[src/rtl/compound_relay_n.sv]
// compound_relay_n: round-robin N-channel relay into a FIFO gated by a FILL/FLOW/DRAIN section FSM.
// Ports:
//   clk          - clock, rising edge
//   rst          - asynchronous reset, active low
//   b_in         - per-channel item {mode, x, y}; channel i in slice i
//   b_in_sync    - per-channel producer valid
//   b_in_notify  - per-channel ready (one-hot at the round-robin pointer)
//   b_out        - FIFO head item, same packing as b_in
//   b_out_sync   - consumer ready
//   b_out_notify - b_out valid
//   count        - FIFO occupancy
module compound_relay_n #(
    parameter int DATA_W = 32,
    parameter int N_CH   = 2,
    parameter int DEPTH  = 4,
    parameter int THRESH = 2
) (
    input  logic                              clk,
    input  logic                              rst,
    input  logic [N_CH*(DATA_W+2)-1:0]        b_in,
    input  logic [N_CH-1:0]                   b_in_sync,
    output logic [N_CH-1:0]                   b_in_notify,
    output logic [DATA_W+1:0]                 b_out,
    input  logic                              b_out_sync,
    output logic                              b_out_notify,
    output logic [$clog2(DEPTH+1)-1:0]        count
);
    localparam int IW = DATA_W + 2;
    localparam int PW = $clog2(DEPTH);
    localparam int CW = $clog2(DEPTH + 1);
    localparam int RW = N_CH > 1 ? $clog2(N_CH) : 1;
    typedef enum logic [1:0] {FILL, FLOW, DRAIN} section_t;
    section_t section;
    logic [RW-1:0] rr_ptr;
    logic [PW-1:0] wr_ptr, rd_ptr;
    logic [IW-1:0] mem [DEPTH];
    logic [IW-1:0] item, stored;
    logic offered, in_fire, out_fire;
    logic [CW-1:0] count_next;
    // Only the channel under the round-robin pointer is ever offered.
    assign offered      = section != DRAIN && count < CW'(DEPTH);
    assign b_in_notify  = offered ? N_CH'(1) << rr_ptr : '0;
    assign item         = b_in[rr_ptr*IW +: IW];
    assign in_fire      = offered && b_in_sync[rr_ptr];
    // Write-mode items are incremented on the way in; read-mode pass through.
    assign stored       = item[IW-1] ? {item[IW-1], item[IW-2:1] + DATA_W'(1), item[0]} : item;
    assign b_out_notify = section != FILL && count != '0;
    assign out_fire     = b_out_notify && b_out_sync;
    // Head is read from registered storage only, so b_in never reaches b_out in the same cycle.
    assign b_out        = count != '0 ? mem[rd_ptr] : '0;
    assign count_next   = count + CW'(in_fire) - CW'(out_fire);
    always_ff @(posedge clk or negedge rst) begin
        if (!rst) begin
            section <= FILL;
            rr_ptr  <= '0;
            count   <= '0;
            wr_ptr  <= '0;
            rd_ptr  <= '0;
        end else begin
            if (in_fire) wr_ptr <= wr_ptr + PW'(1);
            if (out_fire) rd_ptr <= rd_ptr + PW'(1);
            // Pointer moves whenever its channel was offered, taken or not.
            if (offered) rr_ptr <= rr_ptr == RW'(N_CH - 1) ? '0 : rr_ptr + RW'(1);
            count <= count_next;
            // A y=1 item forces DRAIN ahead of the threshold check.
            if (in_fire && item[0] && section != DRAIN) section <= DRAIN;
            else if (section == FILL && count_next >= CW'(THRESH)) section <= FLOW;
            else if (section != FILL && count_next == '0) section <= FILL;
        end
    end
    always_ff @(posedge clk) begin
        if (in_fire && rst) mem[wr_ptr] <= stored;
    end
endmodule

[config.mk]
export PLATFORM = sky130hd
export DESIGN_NAME = compound_relay_n
export DESIGN_NICKNAME = d
export VERILOG_FILES = /design/src/rtl/compound_relay_n.sv
export SDC_FILE = /design/constraint.sdc
export NUM_CORES = 1
export LEC_CHECK = 0
export BUFFER_PORTS_ARGS = -buffer_cell sky130_fd_sc_hd__buf_2
export CORE_MARGIN = 2
export CORE_UTILIZATION = 38
export CTS_BUF_LIST = sky130_fd_sc_hd__clkbuf_8
export CTS_CLUSTER_DIAMETER = 150
export CTS_CLUSTER_SIZE = 14
export DETAILED_ROUTE_END_ITERATION = 6
export PLACE_DENSITY_LB_ADDON = 0.12
export SYNTH_ARGS = -nofsm -noshare
export SYNTH_HDL_FRONTEND = slang
export SYNTH_SLANG_ARGS = --single-unit
[constraint.sdc]
create_clock -name clk -period 4.7 [get_ports clk]
set_clock_uncertainty 0.1 [all_clocks]
set_input_delay 0.94 -clock clk [delete_from_list [all_inputs] [get_ports clk]]
set_output_delay 0.94 -clock clk [all_outputs]
set_load 0.02 [all_outputs]
* After elaboration in Yosys (flattened, before gate mapping)
Memory sizes are Yosys's and may differ from the RTL's. Index checks and enable logic that the tools add are counted.
Storage, ports and cells: input bits 73, logic and storage cells 44, memories 1, output and inout bits 40, RAM bits 136, register bits after elaboration 10
Cells by class: muxes and demuxes 11, $lt $le $gt $ge 3, add/subtract/negate cells 6, equality and inequality tests 1, shift operators 2, reductions and logical operators 14, multiply operators 1
Memory list:
- mem | words 4, bits a word 34, rd ports 1, clocked after Yosys merged registers in 0, write ports 1, RTL line 36 | logic [IW-1:0] mem [DEPTH];
Operators by type and width (count):
- 34-bit two-way mux | 2
- 68-bit by 8-bit indexed part select with 34-bit output | 1
- 32-bit by 1-bit adder with 32-bit output (second input constant) | 1
- 1-bit logical AND | 9
- 2-bit two-way mux | 4
- 1-bit by 5-bit multiplier with 6-bit output (second input constant) | 1
- 3-bit nonzero test | 2
- 1-bit two-way mux | 5
- 2-bit by 1-bit adder with 2-bit output (second input constant) | 2
- 3-bit by 1-bit adder with 3-bit output | 1
- 3-bit by 2-bit greater-or-equal comparator with 1-bit output (second input constant) | 1
- 3-bit logical NOT | 1
- 3-bit < comparator (second input constant) | 1
- 3-bit by 1-bit subtractor with 3-bit output | 1
- 2-bit logical NOT | 1
- 1-bit by 2-bit < comparator with 1-bit output (second input constant) | 1
- 2-bit != test (second input constant) | 1
- 2-bit nonzero test | 1
- 1-bit by 1-bit left shift with 2-bit output (first input constant) | 1
- 1-bit adder (second input constant) | 1

* Depth between registers and ports, before layout
depth after elaboration 10, gate-level depth with buffers 15, gate-level depth less buffers 13

* Worst setup path before layout
OpenSTA, ideal clock, no wires.
path type flip-flop to flip-flop, from register rr_ptr, to memory mem[0][31] in the netlist's numbering (data pin), period minus slack after synthesis 3421 ps, arrival 3050 ps, library setup time 271 ps, data required time 4329 ps, path buffers 6, stages on the path, launching flop included 15, setup slack 1279 ps, cells stage by stage dfrtp_1 -> buf_6 -> buf_2 -> buf_2 -> buf_2 -> buf_2 -> mux2_2 -> ha_1 -> inv_1 -> a21o_1 -> or4b_1 -> buf_2 -> nor4b_4 -> nand3_1 -> xor2_1
On the way: word-level cells in the longest chain between the ends 4
Ends and longest elaborated chain:
- start, declared | RTL line 34 | logic [RW-1:0] rr_ptr;
- start signal, assigned | RTL line 63 | if (offered) rr_ptr <= rr_ptr == RW'(N_CH - 1) ? '0 : rr_ptr + RW'(1);
- 1-bit by 5-bit multiplier with 6-bit output * | RTL line 43 | assign item = b_in[rr_ptr*IW +: IW];
- 68-bit by 8-bit indexed part select with 34-bit output * | RTL line 43
- 32-bit by 1-bit adder with 32-bit output | RTL line 46 | assign stored = item[IW-1] ? {item[IW-1], item[IW-2:1] + DATA_W'(1), item[0]} : item;
- 34-bit two-way mux * | RTL line 46
- via stored[31] | RTL line 37 | logic [IW-1:0] item, stored;
- end, declared | RTL line 36
Mark *: on every way through the listed nets, which the timed path passes. The rest lies on a longest branch.

* Final worst setup path
from register rr_ptr, to register section[0]
On the way: word-level cells in the longest chain between the ends 9, elaborated cells on any way between the ends 16, those cells by class add/sub (2); mul (1); order compare (1); shift (1); mux (4); reduce/logical (7)
Ends and longest elaborated chain:
- 1-bit two-way mux (not written as such) * (2 in series) | RTL line 44 | assign in_fire = offered && b_in_sync[rr_ptr];
- 1-bit logical AND * | RTL line 44
- 3-bit by 1-bit adder with 3-bit output * | RTL line 51 | assign count_next = count + CW'(in_fire) - CW'(out_fire);
- 3-bit by 1-bit subtractor with 3-bit output * | RTL line 51
- via count_next[2] | RTL line 39 | logic [CW-1:0] count_next;
- 3-bit by 2-bit greater-or-equal comparator with 1-bit output | RTL line 67 | else if (section == FILL && count_next >= CW'(THRESH)) section <= FLOW;
- 1-bit logical AND | RTL line 67
- 2-bit two-way mux | RTL line 67
- 2-bit two-way mux | RTL line 66 | if (in_fire && item[0] && section != DRAIN) section <= DRAIN;
- end signal, assigned | RTL line 66
- end signal, assigned | RTL line 67
- end signal, assigned | RTL line 68 | else if (section != FILL && count_next == '0) section <= FILL;
- end, declared | RTL line 33 | section_t section;
Mark *: on every way through the listed nets, which the timed path passes. The rest lies on a longest branch. The select of a mux whose other input is x is not followed. A chain may end at the register's enable or synchronous reset.

==> results.md <==
Status:
- The run finished with clean final reports.

Clocking:
- After clock tree synthesis, the clock-pin slew on the worst setup and hold paths is 0.08 ns.
- The H-tree was split into 4 levels.
- The number of gates resized after CTS was 0.
- After clock tree synthesis, the flow added hold-fix buffers numbering 0.
- The worst-skew pair later-pin latency is 0.44 ns.
- The number of buffers created by CTS is 17.
- The tree is rooted in a clkbuf_8.
- In this run the deepest clock path goes through 2 buffers.
- The number of sinks driven by the clock tree is 146.
- TritonCTS built the clock tree.
- The number of setup buffers added after CTS is 0.

Final layout:
- In the final design database the tool counted 654 nets.
- In the layout the commonest cells are 136 x edfxtp_1, 112 x buf_2, 41 x nor2b_1.
- In the final layout, the share of cells above drive strength 1 is 0.329.
- For this run, the share of the core covered by cells in the final layout is 0.459.
- The final antenna diode count is 0.
- The layout-stage area growth over the synthesis result is 18.5%.
- The library cell used most frequently in the layout, excluding fill and tap cells, is edfxtp_1.
- The count of non-filler cells in the finished layout is 815.

Placed design:
- The post-placement cell count is 783.
- The congestion estimate from routability-driven global placement came to 0.769.
- The wire-length estimate of the detail-placed layout is 10,200 um.
- The number of buffers added on ports is 112.

Synthesis:
- During synthesis, Yosys emitted a total of 0 warnings.
- Counting every instance in the synthesized netlist gives 458.
- The number of nets in the synthesized netlist is 539.
- Among all flip-flop cells after synthesis, the most frequent one is edfxtp_1.
- The synthesized area per cell is 15.3 sq um.
- Counting flops with a built-in enable in the synthesized netlist gives 136.
- The proportion of netlist area held by the largest area contributor is 0.584.
- After synthesis the netlist holds a flip-flop and latch count of 146.
- After synthesis the cells add up to 0.00699 sq mm.
- The post-synthesis sequential area ratio is 0.620.
- After synthesis, the share of flip-flops with an asynchronous set or reset is 0.0685.
- The number of distinct standard cells referenced by the synthesized netlist is 44.
- Ranked by total cell area, the synthesized netlist is headed by edfxtp_1 58%, mux4_2 11%, nor2b_1 3.7%, dfrtp_1 3.6%, mux2i_1 3.3%.
- The top cell type by total area after synthesis is edfxtp_1.

Routing:
- Summed over all layers, the routed wires come to 15,500 um.
- The number of remaining DRC errors is 0.
- The number of search-and-repair iterations in the first detailed-routing pass is 4.
- In the routed layout, each cell is associated on average with a via count of 5.20.
- The number of DRC violations after detailed-routing iteration 0 is 201.
- The post-route antenna net violation count is 0.
- The final routed wire length divided by cell count is 19.0 um.
- Summing over every cut layer, the via total after detailed routing is 4,241.

Die:
- Row generation in the floorplan step produced 49 rows.
- The area enclosed by the die boundary is 0.0195 sq mm.
- The floorplan core area is 0.0180 sq mm.
- For this configuration, the core starts out at a cell density of 0.388.
- The die is 140 um wide.
- The floorplan step set the die height to 140 um.
- The boundary pin count is 113.

Pwr:
- The power share of the clock group is 0.229.
- For this design the total switching power over the nets is 1750 uW.
- The worst-case IR drop observed on VDD is 0.440 mV.
- The internal power is 3230 uW.
- The sequential power share is 0.384.
- Of the total power, combinational logic draws 0.387.
- The switching power as a share of total power is 0.351.
- In this run the static leakage power is 0.00297 uW.
- The total power density per cell area is 601 mW/mm^2.

GRT:
- Entering global routing, the biggest net connects 47 pins.
- The first global-routing pass estimated 24,300 um of wire.
- The number of global-route vias before repair is 4,465.
- The number of antenna violations at the first check in global routing is 0.
- The combined global-route utilization of all metal layers is 0.165.
- The final global-route overflow total is 0.

STA:
- The number of max-slew violations in the final report is 0.
- The post-layout minimum cycle time is 3.60 ns.
- Adding up every negative setup slack in the final design gives 0 ns.
- Setup repair after global routing left no endpoint under its margin.
- Derived from the worst setup path, the maximum achievable clock frequency is 278 MHz.
- Final hold analysis gives a worst-case slack of 0.266 ns.
- The max-slew headroom at the worst pin is 0.328.
- The final-report setup violation count is 0.
- For the pin with the worst max-slew slack, the measured transition is 1.01 ns.
- The final clock period utilization by the worst path is 0.766.
- The number of endpoints with negative hold slack in the final report is 0.

Critical path:
- The worst path required time is 4.94 ns.
- STA classifies the critical path endpoint as a register.
- The worst setup path is launched from a register.
- The critical path start-end classification is reg2reg.
- Tracing the worst setup path back leads to its startpoint at rr_ptr.
- In this run the worst path has a maximum fanout of 46.
- The worst register-to-register path begins at rr_ptr.
- STA puts the critical path data arrival time at 3.84 ns.

Flow run:
- Max-cap violations in this run came to 0.

Hold path:
- The type of the tightest min-delay check is in2async.
[power by group through the flow]
| stage | registers (uW) | logic [uW] | clock network (uW) |
|---|---|---|---|
| 5_1_grt | 1940 | 2110 | 1210 |
| 2_1_floorplan | 1780 | 1490 | 0 |
| 6_report | 1910 | 1930 | 1140 |
| 3_5_place_dp | 1950 | 1960 | 0 |
| 3_3_place_gp | 1940 | 1940 | 0 |
| 4_1_cts | 1920 | 1970 | 1160 |
[cell type report]
type / count / area [sq um]
Sequential cell: 146 / 4340
Clock buffer: 18 / 248
Inverter: 13 / 48.8
Tap cell: 229 / 287
Multi-Input combinational cell: 279 / 2520
Fill cell: 1671 / 9750
Timing Repair Buffer: 116 / 616
Clock inverter: 14 / 221
[cell usage after synthesis (all sizes together), types with 2 or more instances]
library cell  count
nand4b            2
and3              7
nand3            11
nand2b            2
mux2              4
and2              3
mux2i            23
xor2             21
or3               2
a21oi            10
o22ai             2
mux4             34
nor3b             2
a32o              5
nor2b            41
nand2            29
a21boi            3
and4              2
ha                7
inv              13
dfrtp            10
nor3              7
nand3b            3
a21o              3
nor2             12
edfxtp          136
clkbuf            8
a32oi             2
xnor2            21
o21ai             8
nand4             4
buf              12
[layer usage]
metal	track usage	wire length, um	vias up
met1	0.219	7070	2156
li1	-	-	1975
met2	0.267	7570	88
met4	0.0611	316	0
met3	0.0389	573	22
met5	0	0	-
[path summary, 6_finish.rpt]
| check | to | slack (ns) | cells past startpoint |
|---|---|---|---|
| worst max-delay path | section[0] | 1.10 | 12 |
| max in group asynchronous | rd_ptr[0] | 3.99 | 1 |
| min in group clk | count[2] | 0.50 | 1 |
| worst min register to register | count[2] | 0.50 | 1 |
| worst max register to register | section[0] | 1.10 | 12 |
| worst min-delay path | count[0] | 0.27 | 1 |
[per-stage QoR]
step / setup slack, ns / total power [uW] / cell area, sq um
floorplan: 1.28 / 3270 / 6990
global placement: 1.22 / 3870 / 7810
detailed placement: 1.07 / 3910 / 7810
CTS: 1.07 / 5050 / 8280
global route: 0.761 / 5270 / 8280
finish: 1.10 / 4980 / 8280
[sequential cells by signal, indices dropped and copies added (netlist names)]
register and cells:
mem 136, count 3, rd_ptr 2, section 2
wr_ptr 2, rr_ptr 1
[cells by family (layout without fill, tap and decap cells)]
| family | count (synthesis) | in the layout | share of synthesized area |
|---|---|---|---|
| compound gates | 38 | 38 | 0.0372 |
| xor+xnor | 42 | 42 | 0.0526 |
| simple gates | 130 | 130 | 0.105 |
| fa+ha+maj | 8 | 8 | 0.0154 |
| mux | 61 | 61 | 0.149 |
| flops | 146 | 146 | 0.620 |
| buf+inv | 33 | 161 | 0.0204 |
[worst max-delay path, cell delays in order (launching register included)]
cell and delay, ns:
dfrtp_2 1.03, mux2i_1 0.18, nor2_1 0.45, inv_1 0.09
ha_1 0.29, inv_1 0.04, ha_1 0.19, fa_1 0.39
xor2_1 0.16, xnor2_1 0.15, nor3_1 0.19, o21ai_0 0.09
and2_1 0.15
Note: power is estimated with default switching activity, not from simulation.
